File: config.mk
export PLATFORM = sky130hd
export DESIGN_NAME = uci_commander_flat
export DESIGN_NICKNAME = d
export VERILOG_FILES = /design/src/rtl/uci_commander_if.sv /design/src/rtl/uci_commander.sv /design/src/flat_wrapper.sv
export SDC_FILE = /design/constraint.sdc
export NUM_CORES = 1
export LEC_CHECK = 0
export ABC_AREA = 1
export BUFFER_PORTS_ARGS = -buffer_cell sky130_fd_sc_hd__buf_2
export CELL_PAD_IN_SITES_DETAIL_PLACEMENT = 1
export CELL_PAD_IN_SITES_GLOBAL_PLACEMENT = 2
export CORE_ASPECT_RATIO = 0.5
export CORE_MARGIN = 2
export CORE_UTILIZATION = 36
export DETAILED_ROUTE_END_ITERATION = 10
export GPL_TIMING_DRIVEN = 0
export PLACE_DENSITY_LB_ADDON = 0.2
export REMOVE_ABC_BUFFERS = 1
export SLEW_MARGIN = 5
export SYNTH_ARGS = -nofsm -noshare
export SYNTH_HDL_FRONTEND = slang
export SYNTH_SLANG_ARGS = --single-unit
File: constraint.sdc
create_clock -name clk_in -period 3 [get_ports clk_in]
set_input_delay 0.15 -clock clk_in [delete_from_list [all_inputs] [get_ports clk_in]]
set_output_delay 0.15 -clock clk_in [all_outputs]
set_load 0.005 [all_outputs]
File: src/rtl/uci_commander_if.sv
// Shared types and the bundled port interface for uci_commander.
//
// uci_pkg
//   special_t : move annotation (promotion piece or unknown suffix)
//   square_t  : board square, col 0..7 = a..h, row 0..7 = 1..8
//   move_t    : {src, dst, special}
//
// uci_commander_if
//   Host side (master) drives moves, control pulses, the command-stream ready and
//   the engine response stream. Design side (slave) drives the command stream,
//   decoded engine replies and status.
//   move_in / move_in_valid / move_in_ready        : history append handshake
//   new_game_in, start_in                          : control pulses
//   char_out / char_out_valid / char_out_ready     : command characters to the engine
//   char_in / char_in_valid / char_in_ready        : response characters from the engine
//   best_move_out / best_move_out_valid            : decoded "bestmove" reply
//   busy, move_count                               : status
package uci_pkg;
    typedef enum logic [2:0] {
        SPECIAL_NONE    = 3'd0,
        PROMOTE_KNIGHT  = 3'd1,
        PROMOTE_BISHOP  = 3'd2,
        PROMOTE_ROOK    = 3'd3,
        PROMOTE_QUEEN   = 3'd4,
        SPECIAL_UNKNOWN = 3'd5
    } special_t;

    typedef struct packed {
        logic [2:0] col;
        logic [2:0] row;
    } square_t;

    typedef struct packed {
        square_t  src;
        square_t  dst;
        special_t special;
    } move_t;
endpackage

interface uci_commander_if;
    import uci_pkg::*;

    move_t      move_in;
    logic       move_in_valid;
    logic       move_in_ready;
    logic       new_game_in;
    logic       start_in;
    logic [7:0] char_out;
    logic       char_out_valid;
    logic       char_out_ready;
    logic [7:0] char_in;
    logic       char_in_valid;
    logic       char_in_ready;
    move_t      best_move_out;
    logic       best_move_out_valid;
    logic       busy;
    logic [6:0] move_count;

    modport slave (
        input  move_in, move_in_valid, new_game_in, start_in,
               char_out_ready, char_in, char_in_valid,
        output move_in_ready, char_out, char_out_valid, char_in_ready,
               best_move_out, best_move_out_valid, busy, move_count
    );

    modport master (
        output move_in, move_in_valid, new_game_in, start_in,
               char_out_ready, char_in, char_in_valid,
        input  move_in_ready, char_out, char_out_valid, char_in_ready,
               best_move_out, best_move_out_valid, busy, move_count
    );
endinterface

File: src/rtl/uci_commander.sv
// uci_commander: keeps a move history, streams a UCI
// "position startpos [moves ...]\ngo\n" command to a chess engine on request, and
// parses the engine's response stream for "bestmove <move>" lines.
//
// Ports
//   clk_in  : sole clock
//   rst_in  : synchronous active-high reset
//   bus     : uci_commander_if.slave (see interface file for the signal list)
//
// Parameter
//   MAX_MOVES : history depth, 1..64
module uci_commander
    import uci_pkg::*;
#(
    parameter int MAX_MOVES = 16
) (
    input  logic           clk_in,
    input  logic           rst_in,
    uci_commander_if.slave bus
);

    localparam int         IW      = (MAX_MOVES > 1) ? $clog2(MAX_MOVES) : 1;
    localparam logic [6:0] MAX_CNT = 7'(MAX_MOVES);

    localparam logic [8*17-1:0] PFX_STR = "position startpos";
    localparam logic [8*6-1:0]  KW_STR  = " moves";
    localparam logic [8*3-1:0]  GO_STR  = {"go", 8'h0A};
    localparam logic [8*9-1:0]  BM_STR  = "bestmove ";
    localparam logic [7:0]      LF      = 8'h0A;
    localparam logic [7:0]      SP      = 8'h20;

    typedef enum logic [2:0] {IDLE, PREFIX, MOVES_KW, MOVE, NL, GO, WAIT_BEST} tx_state_t;
    typedef enum logic [1:0] {RX_LINE, RX_TOKEN, RX_SKIP} rx_state_t;

    // ---------------------------------------------------------------- helpers
    function automatic logic is_promo(input special_t s);
        return (s == PROMOTE_KNIGHT) || (s == PROMOTE_BISHOP) ||
               (s == PROMOTE_ROOK)   || (s == PROMOTE_QUEEN);
    endfunction

    function automatic logic [7:0] promo_char(input special_t s);
        case (s)
            PROMOTE_KNIGHT: return "n";
            PROMOTE_BISHOP: return "b";
            PROMOTE_ROOK:   return "r";
            default:        return "q";
        endcase
    endfunction

    function automatic logic col_ok(input logic [7:0] c);
        return (c >= "a") && (c <= "h");
    endfunction

    function automatic logic row_ok(input logic [7:0] c);
        return (c >= "1") && (c <= "8");
    endfunction

    function automatic logic [2:0] offset3(input logic [7:0] c, input logic [7:0] base);
        logic [7:0] d;
        d = c - base;
        return d[2:0];
    endfunction

    function automatic special_t suffix_special(input logic [7:0] c);
        case (c)
            "n":     return PROMOTE_KNIGHT;
            "b":     return PROMOTE_BISHOP;
            "r":     return PROMOTE_ROOK;
            "q":     return PROMOTE_QUEEN;
            default: return SPECIAL_UNKNOWN;
        endcase
    endfunction

    // ---------------------------------------------------------------- state
    tx_state_t  state_q;
    logic [4:0] idx_q;       // next character to load within the current section
    logic [6:0] midx_q;      // history entry being transmitted
    logic [6:0] count_q;
    logic [7:0] char_q;
    logic       char_vld_q;
    move_t      hist_q [MAX_MOVES];

    rx_state_t  rx_state_q;
    logic [63:0] shift_q;    // previous eight chars; with the incoming one forms the 9-char window
    logic [3:0] lpos_q;      // chars seen on the current line, saturating at 9
    logic [7:0] tok_q [5];
    logic [2:0] tlen_q;      // token length; 6 marks an over-long token
    move_t      bm_q;
    logic       bm_vld_q;

    // ---------------------------------------------------------------- transmit character generator
    move_t      cur_move;
    logic [7:0] tx_char;
    logic       tx_have;
    logic       tx_last;
    logic       tx_load;

    assign cur_move = hist_q[midx_q[IW-1:0]];

    always_comb begin
        tx_char = 8'h00;
        tx_have = 1'b0;
        tx_last = 1'b0;
        case (state_q)
            PREFIX: begin
                tx_have = 1'b1;
                tx_char = PFX_STR[8*(16 - int'(idx_q)) +: 8];
                tx_last = (idx_q == 5'd16);
            end
            MOVES_KW: begin
                tx_have = 1'b1;
                tx_char = KW_STR[8*(5 - int'(idx_q)) +: 8];
                tx_last = (idx_q == 5'd5);
            end
            MOVE: begin
                tx_have = 1'b1;
                case (idx_q)
                    5'd0:    tx_char = SP;
                    5'd1:    tx_char = 8'h61 + {5'd0, cur_move.src.col};
                    5'd2:    tx_char = 8'h31 + {5'd0, cur_move.src.row};
                    5'd3:    tx_char = 8'h61 + {5'd0, cur_move.dst.col};
                    5'd4:    tx_char = 8'h31 + {5'd0, cur_move.dst.row};
                    default: tx_char = promo_char(cur_move.special);
                endcase
                tx_last = (idx_q == 5'd5) || ((idx_q == 5'd4) && !is_promo(cur_move.special));
            end
            NL: begin
                tx_have = 1'b1;
                tx_char = LF;
                tx_last = 1'b1;
            end
            GO: begin
                // idx 3 is a parking slot: nothing left to load, wait for the final LF to drain
                tx_have = (idx_q < 5'd3);
                tx_char = GO_STR[8*(2 - int'(idx_q)) +: 8];
                tx_last = (idx_q == 5'd2);
            end
            default: ;
        endcase
    end

    // Load the next character whenever the output register is empty or being consumed.
    assign tx_load = tx_have && (!char_vld_q || bus.char_out_ready);

    // ---------------------------------------------------------------- receive token decode
    logic [7:0] rx_c;
    logic       rx_term;
    logic       rx_ok;
    logic       rx_hit;
    move_t      rx_move;

    assign rx_c    = bus.char_in;
    assign rx_term = (rx_state_q == RX_TOKEN) && ((rx_c == SP) || (rx_c == LF));

    always_comb begin
        rx_ok = ((tlen_q == 3'd4) || (tlen_q == 3'd5)) &&
                col_ok(tok_q[0]) && row_ok(tok_q[1]) &&
                col_ok(tok_q[2]) && row_ok(tok_q[3]);
        rx_move.src.col = offset3(tok_q[0], 8'h61);
        rx_move.src.row = offset3(tok_q[1], 8'h31);
        rx_move.dst.col = offset3(tok_q[2], 8'h61);
        rx_move.dst.row = offset3(tok_q[3], 8'h31);
        rx_move.special = (tlen_q == 3'd4) ? SPECIAL_NONE : suffix_special(tok_q[4]);
    end

    assign rx_hit = bus.char_in_valid && rx_term && rx_ok;

    // ---------------------------------------------------------------- history control
    logic auto_app;
    logic user_app;
    logic new_game;

    // Auto-append only happens in WAIT_BEST, so it can never race a user append;
    // the extra term keeps move_in_ready honest if that ever changes.
    assign auto_app          = rx_hit && (state_q == WAIT_BEST) && (count_q < MAX_CNT);
    assign new_game          = bus.new_game_in && (state_q == IDLE);
    assign bus.move_in_ready = (state_q == IDLE) && (count_q < MAX_CNT) && !auto_app;
    assign user_app          = bus.move_in_valid && bus.move_in_ready && !new_game;

    always_ff @(posedge clk_in) begin
        if (auto_app) begin
            hist_q[count_q[IW-1:0]] <= rx_move;
        end else if (user_app) begin
            hist_q[count_q[IW-1:0]] <= bus.move_in;
        end
    end

    // ---------------------------------------------------------------- transmit FSM
    always_ff @(posedge clk_in) begin
        if (rst_in) begin
            state_q    <= IDLE;
            idx_q      <= '0;
            midx_q     <= '0;
            count_q    <= '0;
            char_q     <= '0;
            char_vld_q <= 1'b0;
        end else begin
            if (new_game) begin
                count_q <= '0;
            end else if (auto_app || user_app) begin
                count_q <= count_q + 7'd1;
            end

            if (tx_load) begin
                char_q     <= tx_char;
                char_vld_q <= 1'b1;
                idx_q      <= tx_last ? 5'd0 : idx_q + 5'd1;
            end else if (char_vld_q && bus.char_out_ready) begin
                char_vld_q <= 1'b0;
            end

            case (state_q)
                IDLE: begin
                    if (bus.start_in) begin
                        state_q <= PREFIX;
                        idx_q   <= '0;
                    end
                end
                PREFIX: begin
                    if (tx_load && tx_last) begin
                        state_q <= (count_q == 7'd0) ? NL : MOVES_KW;
                    end
                end
                MOVES_KW: begin
                    if (tx_load && tx_last) begin
                        state_q <= MOVE;
                        midx_q  <= '0;
                    end
                end
                MOVE: begin
                    if (tx_load && tx_last) begin
                        if (midx_q + 7'd1 == count_q) begin
                            state_q <= NL;
                        end else begin
                            midx_q <= midx_q + 7'd1;
                        end
                    end
                end
                NL: begin
                    if (tx_load) begin
                        state_q <= GO;
                    end
                end
                GO: begin
                    if (tx_load && tx_last) begin
                        idx_q <= 5'd3;
                    end else if ((idx_q == 5'd3) && (!char_vld_q || bus.char_out_ready)) begin
                        state_q <= WAIT_BEST;
                    end
                end
                WAIT_BEST: begin
                    if (rx_hit) begin
                        state_q <= IDLE;
                    end
                end
                default: state_q <= IDLE;
            endcase
        end
    end

    // ---------------------------------------------------------------- receive parser
    always_ff @(posedge clk_in) begin
        if (rst_in) begin
            rx_state_q <= RX_LINE;
            shift_q    <= '0;
            lpos_q     <= '0;
            tlen_q     <= '0;
            bm_q       <= '0;
            bm_vld_q   <= 1'b0;
            for (int i = 0; i < 5; i++) begin
                tok_q[i] <= '0;
            end
        end else begin
            bm_vld_q <= rx_hit;
            if (rx_hit) begin
                bm_q <= rx_move;
            end

            if (bus.char_in_valid) begin
                shift_q <= {shift_q[55:0], rx_c};
                if (rx_c == LF) begin
                    lpos_q <= '0;
                end else if (lpos_q != 4'd9) begin
                    lpos_q <= lpos_q + 4'd1;
                end

                case (rx_state_q)
                    RX_LINE: begin
                        // Only a line that begins with "bestmove " opens a token.
                        if ((lpos_q == 4'd8) && ({shift_q, rx_c} == BM_STR)) begin
                            rx_state_q <= RX_TOKEN;
                            tlen_q     <= '0;
                        end
                    end
                    RX_TOKEN: begin
                        if (rx_term) begin
                            rx_state_q <= (rx_c == LF) ? RX_LINE : RX_SKIP;
                        end else begin
                            if (tlen_q < 3'd5) begin
                                tok_q[tlen_q] <= rx_c;
                            end
                            if (tlen_q < 3'd6) begin
                                tlen_q <= tlen_q + 3'd1;
                            end
                        end
                    end
                    RX_SKIP: begin
                        if (rx_c == LF) begin
                            rx_state_q <= RX_LINE;
                        end
                    end
                    default: rx_state_q <= RX_LINE;
                endcase
            end
        end
    end

    // ---------------------------------------------------------------- outputs
    assign bus.char_out            = char_q;
    assign bus.char_out_valid      = char_vld_q;
    assign bus.char_in_ready       = 1'b1;
    assign bus.best_move_out       = bm_q;
    assign bus.best_move_out_valid = bm_vld_q;
    assign bus.busy                = (state_q != IDLE);
    assign bus.move_count          = count_q;

endmodule
File: src/flat_wrapper.sv
// flat-port wrapper written by rule: the top's interface ports become plain ports
module uci_commander_flat import uci_pkg::*;
#(
    parameter int MAX_MOVES = 16
)
  (clk_in, rst_in, bus_move_in, bus_move_in_valid, bus_new_game_in, bus_start_in, bus_char_out_ready, bus_char_in, bus_char_in_valid, bus_move_in_ready, bus_char_out, bus_char_out_valid, bus_char_in_ready, bus_best_move_out, bus_best_move_out_valid, bus_busy, bus_move_count);
  uci_commander_if bus_i ();
  input  logic clk_in;
  input  logic rst_in;
  input wire logic [$bits(bus_i.move_in)-1:0] bus_move_in;
  input wire logic [$bits(bus_i.move_in_valid)-1:0] bus_move_in_valid;
  input wire logic [$bits(bus_i.new_game_in)-1:0] bus_new_game_in;
  input wire logic [$bits(bus_i.start_in)-1:0] bus_start_in;
  input wire logic [$bits(bus_i.char_out_ready)-1:0] bus_char_out_ready;
  input wire logic [$bits(bus_i.char_in)-1:0] bus_char_in;
  input wire logic [$bits(bus_i.char_in_valid)-1:0] bus_char_in_valid;
  output wire logic [$bits(bus_i.move_in_ready)-1:0] bus_move_in_ready;
  output wire logic [$bits(bus_i.char_out)-1:0] bus_char_out;
  output wire logic [$bits(bus_i.char_out_valid)-1:0] bus_char_out_valid;
  output wire logic [$bits(bus_i.char_in_ready)-1:0] bus_char_in_ready;
  output wire logic [$bits(bus_i.best_move_out)-1:0] bus_best_move_out;
  output wire logic [$bits(bus_i.best_move_out_valid)-1:0] bus_best_move_out_valid;
  output wire logic [$bits(bus_i.busy)-1:0] bus_busy;
  output wire logic [$bits(bus_i.move_count)-1:0] bus_move_count;
  assign bus_i.move_in = bus_move_in;
  assign bus_i.move_in_valid = bus_move_in_valid;
  assign bus_i.new_game_in = bus_new_game_in;
  assign bus_i.start_in = bus_start_in;
  assign bus_i.char_out_ready = bus_char_out_ready;
  assign bus_i.char_in = bus_char_in;
  assign bus_i.char_in_valid = bus_char_in_valid;
  assign bus_move_in_ready = bus_i.move_in_ready;
  assign bus_char_out = bus_i.char_out;
  assign bus_char_out_valid = bus_i.char_out_valid;
  assign bus_char_in_ready = bus_i.char_in_ready;
  assign bus_best_move_out = bus_i.best_move_out;
  assign bus_best_move_out_valid = bus_i.best_move_out_valid;
  assign bus_busy = bus_i.busy;
  assign bus_move_count = bus_i.move_count;
  uci_commander #(.MAX_MOVES(MAX_MOVES)) u_core (.clk_in(clk_in), .rst_in(rst_in), .bus(bus_i));
endmodule
==> impl_metrics.py <==
metrics = {
    "run_status": {
        "status": "complete, no violations",
    },
    "clocking": {
        "clkLatencyLatePin_ns": 0.56,
        "clkSinkCount": 403,
        "cts_buffers": 39,
        "clkTransAtPathRegs_ns": 0.06,
        "cts_buffer_depth": 3,
        "htree_levels": 2,
        "clockRootBuffer": "clkbuf_16",
        "cts_tree": "built",
    },
    "setup_path": {
        "worstPathArrival_ns": 3.12,
        "critPathMaxStageDelay_ns": 0.40,
        "crit_path_top_delay_cell": "edfxtp_1",
        "path_delay_family": "simple AND/OR/NAND/NOR gates",
        "path_max_fanout": 7,
        "r2r_slack_ns": 0.14,
        "crit_end": "u_core.hist_q[15][10]",
        "worstPathRequired_ns": 3.26,
        "reg2reg_depth": 15,
        "cp-startpoint": "u_core.tok_q[0][0]",
        "critical_path_class": "register to register",
        "cp.buffers_inverters": 5,
        "worstSetupEndpointType": "register",
        "cp.depth": 15,
        "reg2reg_to": "u_core.hist_q[15][10]",
        "reg2reg_from": "u_core.tok_q[0][0]",
        "worstPathCellList": "inv_1 > ha_1 > inv_1 > nor2_2 > inv_1 > nand2_1 > nand2_1 > nor2_1 > nand4_1 > nor4_4 > nand3_2 > nand2_4 > nand4_1 > clkinvlp_4 > buf_12",
        "worstSetupStartpointType": "register",
        "crit_path_frequent_cell": "inv_1",
    },
    "die": {
        "start_util_pct": 36.8,
        "num_rows": 57,
        "die_width_um": 321,
        "ioPinCount": 65,
        "die_h_um": 162,
        "dieArea_mm2": 0.0520,
        "core_mm2": 0.0490,
    },
    "sta": {
        "fmax_ghz": 0.350,
        "slew_violations": 0,
        "slew_headroom_pct": 31.6,
        "skew_ns": 0.0255,
        "final-hold-violation-count": 0,
        "holdWs_ns": 0.0427,
        "fin_crit_sh_pct": 95.3,
        "worst_slew_pin_slew_ns": 1.03,
        "finalSetupViolations": 0,
        "fin_crit_ns": 2.86,
        "rsz0062_at_grt": "true",
        "fin_tns_setup_ns": 0,
    },
    "drt": {
        "firstDrtPassIters": 4,
        "ant_nets": 0,
        "drc": 0,
        "drt_wl_total_um": 54400,
        "num_vias": 13700,
        "drt_iter0_markers": 851,
        "wl_per_cell_um": 20.3,
        "viasPerCell": 5.12,
    },
    "yosys": {
        "synth_edf_count": 280,
        "synth_seq_cells": 403,
        "synth_ff_type": "edfxtp_1",
        "synth_seq_area_share_pct": 60.3,
        "yosysWarnings": 0,
        "synth.distinct_cells": 53,
        "syn-cell-area_mm2": 0.0180,
        "synth.avg_cell_area_um2": 9.42,
        "async_flop_share_pct": 0,
        "synthCells": 1915,
    },
    "final_layout": {
        "diodes": 0,
        "regArea_mm2": 0.0109,
        "layout.nets": 2068,
        "fin_area_mm2": 0.0213,
        "drive_above_1_share_pct": 13.5,
        "fill_cells": 5485,
        "synthToLayoutAreaGrowth_pct": 17.9,
        "multi_input_comb_area_mm2": 0.00633,
    },
    "hold_path": {
        "worstHoldStart": "bus_char_out_ready",
        "worstHoldPathCells": 4,
        "hold_class": "input port to register",
    },
    "run": {
        "maxCapViolations": 0,
    },
    "place": {
        "io_buffers": 62,
        "post-dp-hpwl_um": 33700,
        "place_area_mm2": 0.0191,
        "place_congestion": 0.759,
    },
    "global_route": {
        "grt_pass1_wl_um": 82600,
        "grt_max_degree": 89,
        "gr-total-overflow": 0,
        "grt.total_usage_pct": 20.7,
        "antenna_found_initial": 0,
        "grt_pass1_vias": 13800,
    },
    "power": {
        "p_leak_uw": 0.00823,
        "ir_worst_vdd_mv": 0.412,
        "power_density_mw_per_mm2": 671,
    },
}
-- layout by cell type (no fill, tap or decap), types with 7 or more instances in the layout --
cell	instances
a21oi_1	94
nor2_1	273
a211oi_1	18
clkinv_1	7
buf_4	32
nand2_1	380
nand4_1	25
inv_1	144
nand3_1	188
nor4_1	9
nor3_1	12
a21oi_2	13
o21ai_1	18
ha_1	32
o21ai_0	106
dfxtp_1	117
buf_8	13
clkbuf_1	13
buf_12	22
nand3_2	7
buf_2	61
edfxtp_1	280
nor2_4	19
clkbuf_16	41
xor2_1	11
o211ai_1	9
-- worst reg2reg max path, cell delays in order (launching register included) --
cell        delay [ns]
edfxtp_1          0.40
inv_1             0.07
ha_1              0.15
inv_1             0.06
nor2_2            0.10
inv_1             0.07
nand2_1           0.09
nand2_1           0.06
nor2_1            0.09
nand4_1           0.13
nor4_4            0.38
nand3_2           0.15
nand2_4           0.22
nand4_1           0.23
clkinvlp_4        0.21
buf_12            0.16
-- report_power, final --
group          switching, uW  internal (uW)
clock                   2170           2600
combinational           2080            926
sequential               183           6290
total                   4440           9820
-- stage by stage --
step | instances | setup slack (ns) | total power (uW) | utilization (%)
after floorplan | 1825 | -2.37 | 8330 | -
after global placement | 2536 | -7.10 | 9310 | 38.1
after detailed placement | 2559 | -1.04 | 9340 | 39.0
after CTS | 2662 | 0.0161 | 14300 | 42.8
after global routing | 2684 | -0.0994 | 15000 | 43.4
final | 2684 | 0.142 | 14300 | 43.4
-- worst min-delay path by stage --
stage / endpoint / slack [ns]
2_1_floorplan: u_core.bus.char_out[0] / 0.22
3_5_place_dp: u_core.bus.char_out[3] / 0.45
4_1_cts: u_core.shift_q[4] / 0.02
5_1_grt: u_core.bus.char_out_valid / 0.06
3_3_place_gp: u_core.bus.char_out[4] / 0.46
6_report: u_core.bus.char_out_valid / 0.04
-- cell type report --
cell class	count	area share, %
flip-flops and latches	403	51.2
multi-input cells	1266	29.8
repair buffers	138	6.59
clock buffers	56	5.08
well taps	649	3.82
inverters	158	2.99
clock inverters	14	0.500
-- routing by layer --
layer	up-vias	global-route usage, %	share of wire [%]
met5	-	0	0
met1	6783	28.3	47
li1	6665	-	-
met4	0	5.38	2.3
met3	75	3.22	4.0
met2	210	34.5	47
-- Yosys cell counts (7+ instances only) --
| library cell | instances | area share [%] |
|---|---|---|
| nand3_1 | 189 | 5.2 |
| clkbuf_1 | 37 | 0.77 |
| nand4_1 | 24 | 0.83 |
| dfxtp_1 | 123 | 14 |
| o21ai_0 | 108 | 3.0 |
| o211ai_1 | 9 | 0.37 |
| nor2_1 | 291 | 6.1 |
| nor4_1 | 9 | 0.31 |
| edfxtp_1 | 280 | 47 |
| ha_1 | 32 | 2.2 |
| a21oi_1 | 107 | 3.0 |
| xor2_1 | 11 | 0.53 |
| a211oi_1 | 18 | 0.75 |
| o21ai_1 | 16 | 0.44 |
| buf_4 | 8 | 0.33 |
| inv_1 | 152 | 3.2 |
| buf_1 | 7 | 0.15 |
| nand2_1 | 386 | 8.0 |
| buf_6 | 14 | 0.87 |
| nor3_1 | 12 | 0.33 |
| buf_2 | 24 | 0.67 |
-- kinds of logic after synthesis --
kind of cell    Yosys count  synth area share [%]
compound gates          275                  8.29
xor+xnor                 16                 0.777
fa+ha+maj                32                  2.22
buf+inv                 248                  6.08
flops                   403                  60.3
other cells               2                0.0416
simple gates            939                  22.3
-- registers in the layout (all words and copies together), names as in the netlist, 2 cells and up, named ones only --
| signal | count |
|---|---|
| u_core.tok_q | 40 |
| u_core.lpos_q | 4 |
| u_core.state_q | 3 |
| u_core.bus.move_count | 7 |
| u_core.tlen_q | 3 |
| u_core.bus.char_out | 7 |
| u_core.idx_q | 5 |
| u_core.shift_q | 64 |
| u_core.rx_state_q | 2 |
| u_core.hist_q | 240 |
| u_core.midx_q | 7 |
| u_core.bus.best_move_out | 15 |
-- what timing repair did --
| action | 4_1_cts | 5_1_grt |
|---|---|---|
| resized for setup | 37 | 25 |
| hold buffers | 1 | 0 |
| hold endpoints to repair | 1 | 0 |
| setup endpoints to repair | 513 | 335 |
| gates cloned | 2 | 3 |
| pin swaps | 18 | 11 |
| setup buffers | 30 | 20 |
Power figures use the tool's default switching activity.
